==> src/rtl/regfile_write_scheduler_if.sv <==
// Register-file write scheduler bundle: writeback, long-latency unit,
// clear sequencer control and the register-file write port.
interface regfile_write_scheduler_if #(
    parameter int DATA_W = 64,
    parameter int ADDR_W = 5
);
    logic              wb_we;
    logic [ADDR_W-1:0] wb_rd;
    logic [DATA_W-1:0] wb_data;
    logic              lu_valid;
    logic              lu_ready;
    logic [ADDR_W-1:0] lu_rd;
    logic [DATA_W-1:0] lu_data;
    logic              clr_start;
    logic              clr_busy;
    logic              clr_done;
    logic              stall_req;
    logic              RegWrite;
    logic [ADDR_W-1:0] RD;
    logic [DATA_W-1:0] WriteData;

    modport slave (
        input  wb_we, wb_rd, wb_data,
        input  lu_valid, lu_rd, lu_data,
        input  clr_start,
        output lu_ready, clr_busy, clr_done,
        output stall_req,
        output RegWrite, RD, WriteData
    );

    modport master (
        output wb_we, wb_rd, wb_data,
        output lu_valid, lu_rd, lu_data,
        output clr_start,
        input  lu_ready, clr_busy, clr_done,
        input  stall_req,
        input  RegWrite, RD, WriteData
    );
endinterface

==> src/rtl/regfile_write_scheduler.sv <==
// Arbitrates the single register-file write port between writeback,
// the long-latency unit and a zeroing sweep of x1..x31.
module regfile_write_scheduler #(
    parameter int DATA_W       = 64,
    parameter int ADDR_W       = 5,
    parameter int STARVE_LIMIT = 8
) (
    input logic                     clk,
    input logic                     reset,
    regfile_write_scheduler_if.slave bus
);
    typedef enum logic [1:0] {
        IDLE,
        SWEEP,
        DONE
    } state_t;

    localparam logic [7:0] LIMIT = 8'(STARVE_LIMIT);
    localparam logic [ADDR_W-1:0] LAST = '1;
    localparam logic [ADDR_W-1:0] FIRST = ADDR_W'(1);

    state_t            state_q, state_d;
    logic [ADDR_W-1:0] idx_q, idx_d;
    logic [ADDR_W-1:0] rd_q, rd_d;
    logic [DATA_W-1:0] wd_q, wd_d;
    logic              we_q, we_d;
    logic              stall_q, stall_d;
    logic [7:0]        cnt_q, cnt_d;

    logic wb_req;
    logic lu_hs;
    logic lu_refused;
    logic sw_gnt;

    assign wb_req     = bus.wb_we & (bus.wb_rd != '0);
    assign bus.lu_ready = reset & ~wb_req;
    assign lu_hs      = bus.lu_valid & bus.lu_ready;
    assign lu_refused = bus.lu_valid & ~bus.lu_ready;
    assign sw_gnt     = (state_q == SWEEP) & ~wb_req
                      & ~bus.lu_valid;

    // An lu result aimed at x0 is consumed but never written.
    always_comb begin
        we_d = 1'b0;
        rd_d = rd_q;
        wd_d = wd_q;
        unique case (1'b1)
            wb_req: begin
                we_d = 1'b1;
                rd_d = bus.wb_rd;
                wd_d = bus.wb_data;
            end
            lu_hs: begin
                if (bus.lu_rd != '0) begin
                    we_d = 1'b1;
                    rd_d = bus.lu_rd;
                    wd_d = bus.lu_data;
                end
            end
            sw_gnt: begin
                we_d = 1'b1;
                rd_d = idx_q;
                wd_d = '0;
            end
            default: ;
        endcase
    end

    always_comb begin
        state_d = state_q;
        idx_d   = idx_q;
        unique case (state_q)
            IDLE: begin
                if (bus.clr_start) begin
                    state_d = SWEEP;
                    idx_d   = FIRST;
                end
            end
            SWEEP: begin
                if (sw_gnt) begin
                    if (idx_q == LAST) state_d = DONE;
                    else idx_d = idx_q + FIRST;
                end
            end
            DONE: begin
                state_d = IDLE;
                idx_d   = FIRST;
            end
            default: begin
                state_d = IDLE;
                idx_d   = FIRST;
            end
        endcase
    end

    always_comb begin
        cnt_d = '0;
        if (lu_refused)
            cnt_d = (cnt_q == LIMIT) ? cnt_q : cnt_q + 8'd1;
        stall_d = (cnt_q == LIMIT) & lu_refused;
    end

    always_ff @(posedge clk) begin
        if (!reset) begin
            state_q <= IDLE;
            idx_q   <= FIRST;
            we_q    <= 1'b0;
            rd_q    <= '0;
            wd_q    <= '0;
            cnt_q   <= '0;
            stall_q <= 1'b0;
        end else begin
            state_q <= state_d;
            idx_q   <= idx_d;
            we_q    <= we_d;
            rd_q    <= rd_d;
            wd_q    <= wd_d;
            cnt_q   <= cnt_d;
            stall_q <= stall_d;
        end
    end

    assign bus.RegWrite  = we_q;
    assign bus.RD        = rd_q;
    assign bus.WriteData = wd_q;
    assign bus.stall_req = stall_q;
    assign bus.clr_busy  = (state_q == SWEEP);
    assign bus.clr_done  = (state_q == DONE);
endmodule

==> src/flat_wrapper.sv <==
// flat-port wrapper written by rule: the top's interface ports become plain ports
module regfile_write_scheduler_flat 
#(
    parameter int DATA_W       = 64,
    parameter int ADDR_W       = 5,
    parameter int STARVE_LIMIT = 8
)
  (clk, reset, bus_wb_we, bus_wb_rd, bus_wb_data, bus_lu_valid, bus_lu_rd, bus_lu_data, bus_clr_start, bus_lu_ready, bus_clr_busy, bus_clr_done, bus_stall_req, bus_RegWrite, bus_RD, bus_WriteData);
  regfile_write_scheduler_if #(.DATA_W(DATA_W), .ADDR_W(ADDR_W)) bus_i ();
  input logic clk;
  input logic reset;
  input wire logic [$bits(bus_i.wb_we)-1:0] bus_wb_we;
  input wire logic [$bits(bus_i.wb_rd)-1:0] bus_wb_rd;
  input wire logic [$bits(bus_i.wb_data)-1:0] bus_wb_data;
  input wire logic [$bits(bus_i.lu_valid)-1:0] bus_lu_valid;
  input wire logic [$bits(bus_i.lu_rd)-1:0] bus_lu_rd;
  input wire logic [$bits(bus_i.lu_data)-1:0] bus_lu_data;
  input wire logic [$bits(bus_i.clr_start)-1:0] bus_clr_start;
  output wire logic [$bits(bus_i.lu_ready)-1:0] bus_lu_ready;
  output wire logic [$bits(bus_i.clr_busy)-1:0] bus_clr_busy;
  output wire logic [$bits(bus_i.clr_done)-1:0] bus_clr_done;
  output wire logic [$bits(bus_i.stall_req)-1:0] bus_stall_req;
  output wire logic [$bits(bus_i.RegWrite)-1:0] bus_RegWrite;
  output wire logic [$bits(bus_i.RD)-1:0] bus_RD;
  output wire logic [$bits(bus_i.WriteData)-1:0] bus_WriteData;
  assign bus_i.wb_we = bus_wb_we;
  assign bus_i.wb_rd = bus_wb_rd;
  assign bus_i.wb_data = bus_wb_data;
  assign bus_i.lu_valid = bus_lu_valid;
  assign bus_i.lu_rd = bus_lu_rd;
  assign bus_i.lu_data = bus_lu_data;
  assign bus_i.clr_start = bus_clr_start;
  assign bus_lu_ready = bus_i.lu_ready;
  assign bus_clr_busy = bus_i.clr_busy;
  assign bus_clr_done = bus_i.clr_done;
  assign bus_stall_req = bus_i.stall_req;
  assign bus_RegWrite = bus_i.RegWrite;
  assign bus_RD = bus_i.RD;
  assign bus_WriteData = bus_i.WriteData;
  regfile_write_scheduler #(.DATA_W(DATA_W), .ADDR_W(ADDR_W), .STARVE_LIMIT(STARVE_LIMIT)) u_core (.clk(clk), .reset(reset), .bus(bus_i));
endmodule
==> config.mk <==
export PLATFORM = sky130hd
export DESIGN_NAME = regfile_write_scheduler_flat
export DESIGN_NICKNAME = d
export VERILOG_FILES = /design/src/rtl/regfile_write_scheduler_if.sv /design/src/rtl/regfile_write_scheduler.sv /design/src/flat_wrapper.sv
export SDC_FILE = /design/constraint.sdc
export NUM_CORES = 1
export LEC_CHECK = 0
export BUFFER_PORTS_ARGS = -buffer_cell sky130_fd_sc_hd__buf_2
export CAP_MARGIN = 20
export CORE_UTILIZATION = 45
export DETAILED_ROUTE_END_ITERATION = 8
export PLACE_DENSITY = 0.79
export SYNTH_ARGS = -nofsm -noshare
export SYNTH_HDL_FRONTEND = slang
export SYNTH_SLANG_ARGS = --single-unit
==> constraint.sdc <==
create_clock -name clk -period 3.45 [get_ports clk]
set_clock_uncertainty 0.2 [all_clocks]
set_input_delay 0.1725 -clock clk [delete_from_list [all_inputs] [get_ports clk]]
set_output_delay 0.1725 -clock clk [all_outputs]
set_load 0.005 [all_outputs]
# Word level (Yosys, flattened, before mapping)
# Cells that the tools add are included.
[word_totals] regBits=86 elab_cells=51 input_bits=143
[classes] mux=14 eq_ne=9 add_sub_neg=2 bitwise_logic=10 reduce_logical=9
[ops] op="$pmux 64 s3" n=1
[ops] op="$mux 64" n=1
[ops] op="$mux 5" n=4
[ops] op="$pmux 5 s3" n=1
[ops] op="$pmux 5 s2" n=1
[ops] op="$reduce_bool 5->1" n=2
[ops] op="$add 8x1->8 const B" n=1
[ops] op="$eq 8x4->1 const B" n=1
[ops] op="$and 1x1->1" n=7
[ops] op="$mux 2" n=3
[ops] op="$ne 2x2->1 const B" n=3
[ops] op="$reduce_and 3->1" n=2
[ops] op="$add 5x1->5 const B" n=1
[ops] op="$eq 5x5->1 const B" n=1
[ops] op="$ne 2x1->1 const B" n=2
[ops] op="$pmux 2 s2" n=1
[ops] op="$reduce_and 2->1" n=2
[ops] op="$not 1->1" n=3
[ops] op="$reduce_bool 3->1" n=1
[ops] op="$eq 2x1->1 const B" n=1
[ops] op="$eq 2x2->1 const B" n=1
[ops] op="$logic_not 2->1" n=1
[ops] op="$pmux 1 s2" n=1
[ops] op="$reduce_or 2->1" n=1
[ops] op="$mux 1" n=1

# Depth between registers and ports, before layout
[logic_depth] ltp_word=7 depth_mapped=7 ltp_nobuf=7

# Worst setup path before layout
# No wires, ideal clock.
[synth_path] path_type="register -> register" start="reg u_core.idx_q[0]" end="reg u_core.idx_q[3]" path_buffers=0 arrival_ps=1807 required_time_ps=3188 path_slack_ps=1381 stages_incl_launch_ff=8 synth_period_minus_slack_ps=2069 cell_sequence="dfxtp_1 ha_1 and3_1 ha_1 nor2_1 a31oi_1 or4_1 nand3_1"
[synth_via] elab_chain_len=4 word_cells_on_any_way=7 cone_classes="1 x add/sub; 2 x eq/ne; 3 x mux; 1 x reduce/logical"
[synth_rtl] element="start, declared" line="regfile_write_scheduler.sv:23" text="logic [ADDR_W-1:0] idx_q, idx_d;"
[synth_rtl] element="start signal, assigned" line="regfile_write_scheduler.sv:114" text="idx_q <= idx_d;"
[synth_rtl] element="$add 5x1->5" line="regfile_write_scheduler.sv:82" text="else idx_d = idx_q + FIRST;"
[synth_rtl] element="$mux 5" line="regfile_write_scheduler.sv:81" text="if (idx_q == LAST) state_d = DONE;"
[synth_rtl] element="$mux 5" line="regfile_write_scheduler.sv:80" text="if (sw_gnt) begin"
[synth_rtl] element="$pmux 5 s2" line="regfile_write_scheduler.sv:72" text="unique case (state_q)"
# Parallel ways exist; a longest one is shown, timed or not. The select of a mux whose other input is x is not followed.
# A chain may end at the register's enable or synchronous reset.

# Worst setup path in the final report
[layout_path] start="in bus_wb_rd[4]" end="reg u_core.wd_q[44] (netlist: u_core.bus.WriteData[44])"
[layout_via] elab_chain_len=7 word_cells_on_any_way=11 cone_classes="1 x eq/ne; 1 x mux; 6 x bitwise; 3 x reduce/logical"
[layout_rtl] element="start, declared" line="flat_wrapper.sv:13" text="input wire logic [$bits(bus_i.wb_rd)-1:0] bus_wb_rd;"
[layout_rtl] element="$reduce_bool 5->1 *" line="regfile_write_scheduler.sv:35" text="assign wb_req = bus.wb_we & (bus.wb_rd != '0);"
[layout_rtl] element="$and 1x1->1 *" line="regfile_write_scheduler.sv:35"
[layout_rtl] element="$not 1->1" line="regfile_write_scheduler.sv:36, regfile_write_scheduler.sv:39"
[layout_rtl] element="$and 1x1->1 (on tied branches)" line="regfile_write_scheduler.sv:36, regfile_write_scheduler.sv:39"
[layout_rtl] element="$and 1x1->1 (on tied branches)" line="regfile_write_scheduler.sv:37, regfile_write_scheduler.sv:40"
[layout_rtl] element="$ne 2x2->1 (no line) or $reduce_bool 3->1 (tied branches)"
[layout_rtl] element="$reduce_and 2->1 (no line)"
[layout_rtl] element="end signal, assigned" line="regfile_write_scheduler.sv:117" text="wd_q <= wd_d;"
[layout_rtl] element="end, declared" line="regfile_write_scheduler.sv:25" text="logic [DATA_W-1:0] wd_q, wd_d;"
# Every way passes the cells marked *; elsewhere a longest branch is shown, timed or not.

==> impl_metrics.env <==
export IMPL_status="finished, final reports clean"
export IMPL_wire_per_inst_um=16.8
export IMPL_tightest_slew_ns=0.983
export IMPL_grt_pass1_wl_um=23800
export IMPL_cts_sinks=86
export IMPL_yosysSeqAreaShare=0.390
export IMPL_dieArea_mm2=0.0102
export IMPL_grt_total_usage=0.294
export IMPL_start_util=0.471
export IMPL_power_density_mw_per_mm2=377
export IMPL_fin_util=0.700
export IMPL_clock_fmax_mhz=316
export IMPL_drive_gt1_frac=0.392
export IMPL_grt_overflow=0
export IMPL_slew_viol_final=0
export IMPL_yosysTopAreaCell="dfxtp_1"
export IMPL_synth_top_area_frac=0.390
export IMPL_cp_start_kind="input port"
export IMPL_critical_path_class="in -> reg"
export IMPL_critPathMaxFanout=39
export IMPL_vias_per_cell=5.73
export IMPL_fin_crit_sh=0.917
export IMPL_rsz0062_at_grt="no"
export IMPL_fin_crit_ns=3.16
export IMPL_synth_cell_types=42
export IMPL_yosysWarnings=0
export IMPL_critical_path_required_ns=3.54
export IMPL_synth_nets=649
export IMPL_synth_edf_count=0
export IMPL_drc=0
export IMPL_synthArstFlopShare=0
export IMPL_cts_buffer_depth=2
export IMPL_cts_tree="done"
export IMPL_synthFlopType="dfxtp_1"
export IMPL_avgSynthCellArea_um2=8.79
export IMPL_routabilityCongestion=0.856
export IMPL_layoutNonFillerInstCount=907
export IMPL_slew_headroom=0.343
export IMPL_die_w_um=101
export IMPL_synthTopCellsByArea="dfxtp_1 39%, a211oi_2 17%, nor3_1 7.7%, o21ai_0 7.4%, nand2_1 5.8%"
export IMPL_synthMostInstantiatedCell="dfxtp_1"
export IMPL_hp_start="bus_wb_data[59]"
export IMPL_placedCellCount=807
export IMPL_postRouteAntennaNets=0
export IMPL_fp_row_count=35
export IMPL_area_growth_pct=48.7
export IMPL_endpoint_kind="register"
export IMPL_clk_pin_slew_ns=0.10
export IMPL_ios=217
export IMPL_wirelength_um=15300
export IMPL_cts_resized=0
export IMPL_nets=920
export IMPL_hpwl_um=9090
export IMPL_grt_pass1_vias=5111
export IMPL_cts_setup_buffers=0
export IMPL_finalSetupViolCount=0
export IMPL_vdd_drop_max_mv=0.271
export IMPL_max_cap_violations=0
export IMPL_via_count=5195
export IMPL_ys_ff_latch=86
export IMPL_numCtsBuffers=9
export IMPL_root_buffer="clkbuf_8"
export IMPL_cts_hold_buf=83
export IMPL_drt_iter0_drc=302
export IMPL_hold_viol_final=0
export IMPL_reg2reg_from="u_core.state_q[0]"
export IMPL_crit_start="bus_wb_rd[4]"
export IMPL_die_h_um=101
export IMPL_n_antenna_cell=0
export IMPL_grt_max_degree=44
export IMPL_p_leak_nw=2.80
export IMPL_hold_class="in -> reg"
export IMPL_port_buffer_count=216
export IMPL_htree_num_levels=3
export IMPL_synthCells=502
export IMPL_timing_setup_tns_ns=0
export IMPL_synth_common_cells="86 x dfxtp_1, 68 x nand2_1, 68 x nor3_1"
export IMPL_synth_area_mm2=0.00441
export IMPL_antenna_found_initial=0
export IMPL_core_region_area_mm2=0.00937
export IMPL_arrival_ns=3.25
export IMPL_first_pass_iters=5
export IMPL_clkLatencyLatePin_ns=0.34
## per-stage QoR
stage	power (mW)	setup WS, ns	hold WS, ns	instance area (um2)
after CTS	2.46	0.497	0.000896	6550
final	2.47	0.286	0.00867	6560
after global routing	2.58	0.218	0.00272	6560
after floorplan	1.41	1.38	0.125	4410
after detailed placement	1.62	1.05	0.237	5510
after global placement	1.61	1.09	0.231	5510
## cells by family (layout without fill, tap and decap cells)
family / Yosys count / count (layout) / share of synthesized area
flops: 86 / 86 / 0.390
fa+ha+maj: 4 / 4 / 0.0113
mux: 1 / 1 / 0.00227
simple gates: 188 / 188 / 0.203
buf+inv: 55 / 331 / 0.0598
xor+xnor: 9 / 9 / 0.0179
compound gates: 159 / 159 / 0.316
## final timing paths
kind | to | slack, ns | depth (start not counted)
max | u_core.bus.WriteData[44] | 0.29 | 8
min | u_core.bus.WriteData[59] | 0.009 | 3
max reg2reg | u_core.bus.WriteData[25] | 0.50 | 6
min reg2reg | u_core.bus.RD[2] | 0.25 | 2
## state kept, by name, summed over array words and instances, names as in the netlist
name                  count
u_core.bus.RD             5
u_core.idx_q              5
u_core.cnt_q              8
u_core.bus.WriteData     64
u_core.bus.stall_req      1
u_core.state_q            2
u_core.bus.RegWrite       1
## cell usage in the layout, fill, tap and decap left out, types with 6 or more instances in the layout
cell type / Yosys / final
a211oi_2: 60 / 60
a21oi_1: 6 / 6
buf_2: 7 / 216
clkbuf_8: 0 / 9
dfxtp_1: 86 / 86
dlygate4sd3_1: 0 / 84
inv_1: 8 / 8
nand2_1: 68 / 68
nand3_1: 9 / 9
nor2_1: 14 / 14
nor3_1: 68 / 68
nor4_1: 6 / 6
o21ai_0: 65 / 65
xor2_1: 7 / 7
## cell type report
class / count / area (um2)
fillers: 732 / 2810
multi-input cells: 361 / 2440
repair buffers: 307 / 2000
flip-flops and latches: 86 / 1720
well taps: 129 / 161
clock buffers: 10 / 128
clock inverters: 6 / 86.3
inverters: 8 / 30.0
## per-layer routing
| metal | track usage | part of all wire |
|---|---|---|
| met5 | 0 | 0 |
| met4 | 0.175 | 0.044 |
| met2 | 0.522 | 0.50 |
| met3 | 0.0569 | 0.074 |
| met1 | 0.325 | 0.38 |
## where the power goes
group / switching [mW] / internal [mW] / total, mW
logic: 0.292 / 0.288 / 0.580
registers: 0.0466 / 1.07 / 1.12
clock network: 0.367 / 0.408 / 0.775
total: 0.706 / 1.77 / 2.47
## worst max-delay path: stages
cell           delay [ns]
dlygate4sd3_1        0.54
buf_2                0.15
nor3_2               0.39
a21bo_2              0.66
buf_12               0.27
o21ai_0              0.14
a211oi_2             0.29
dlygate4sd3_1        0.60
No activity file was read; power rests on OpenSTA's default activity.
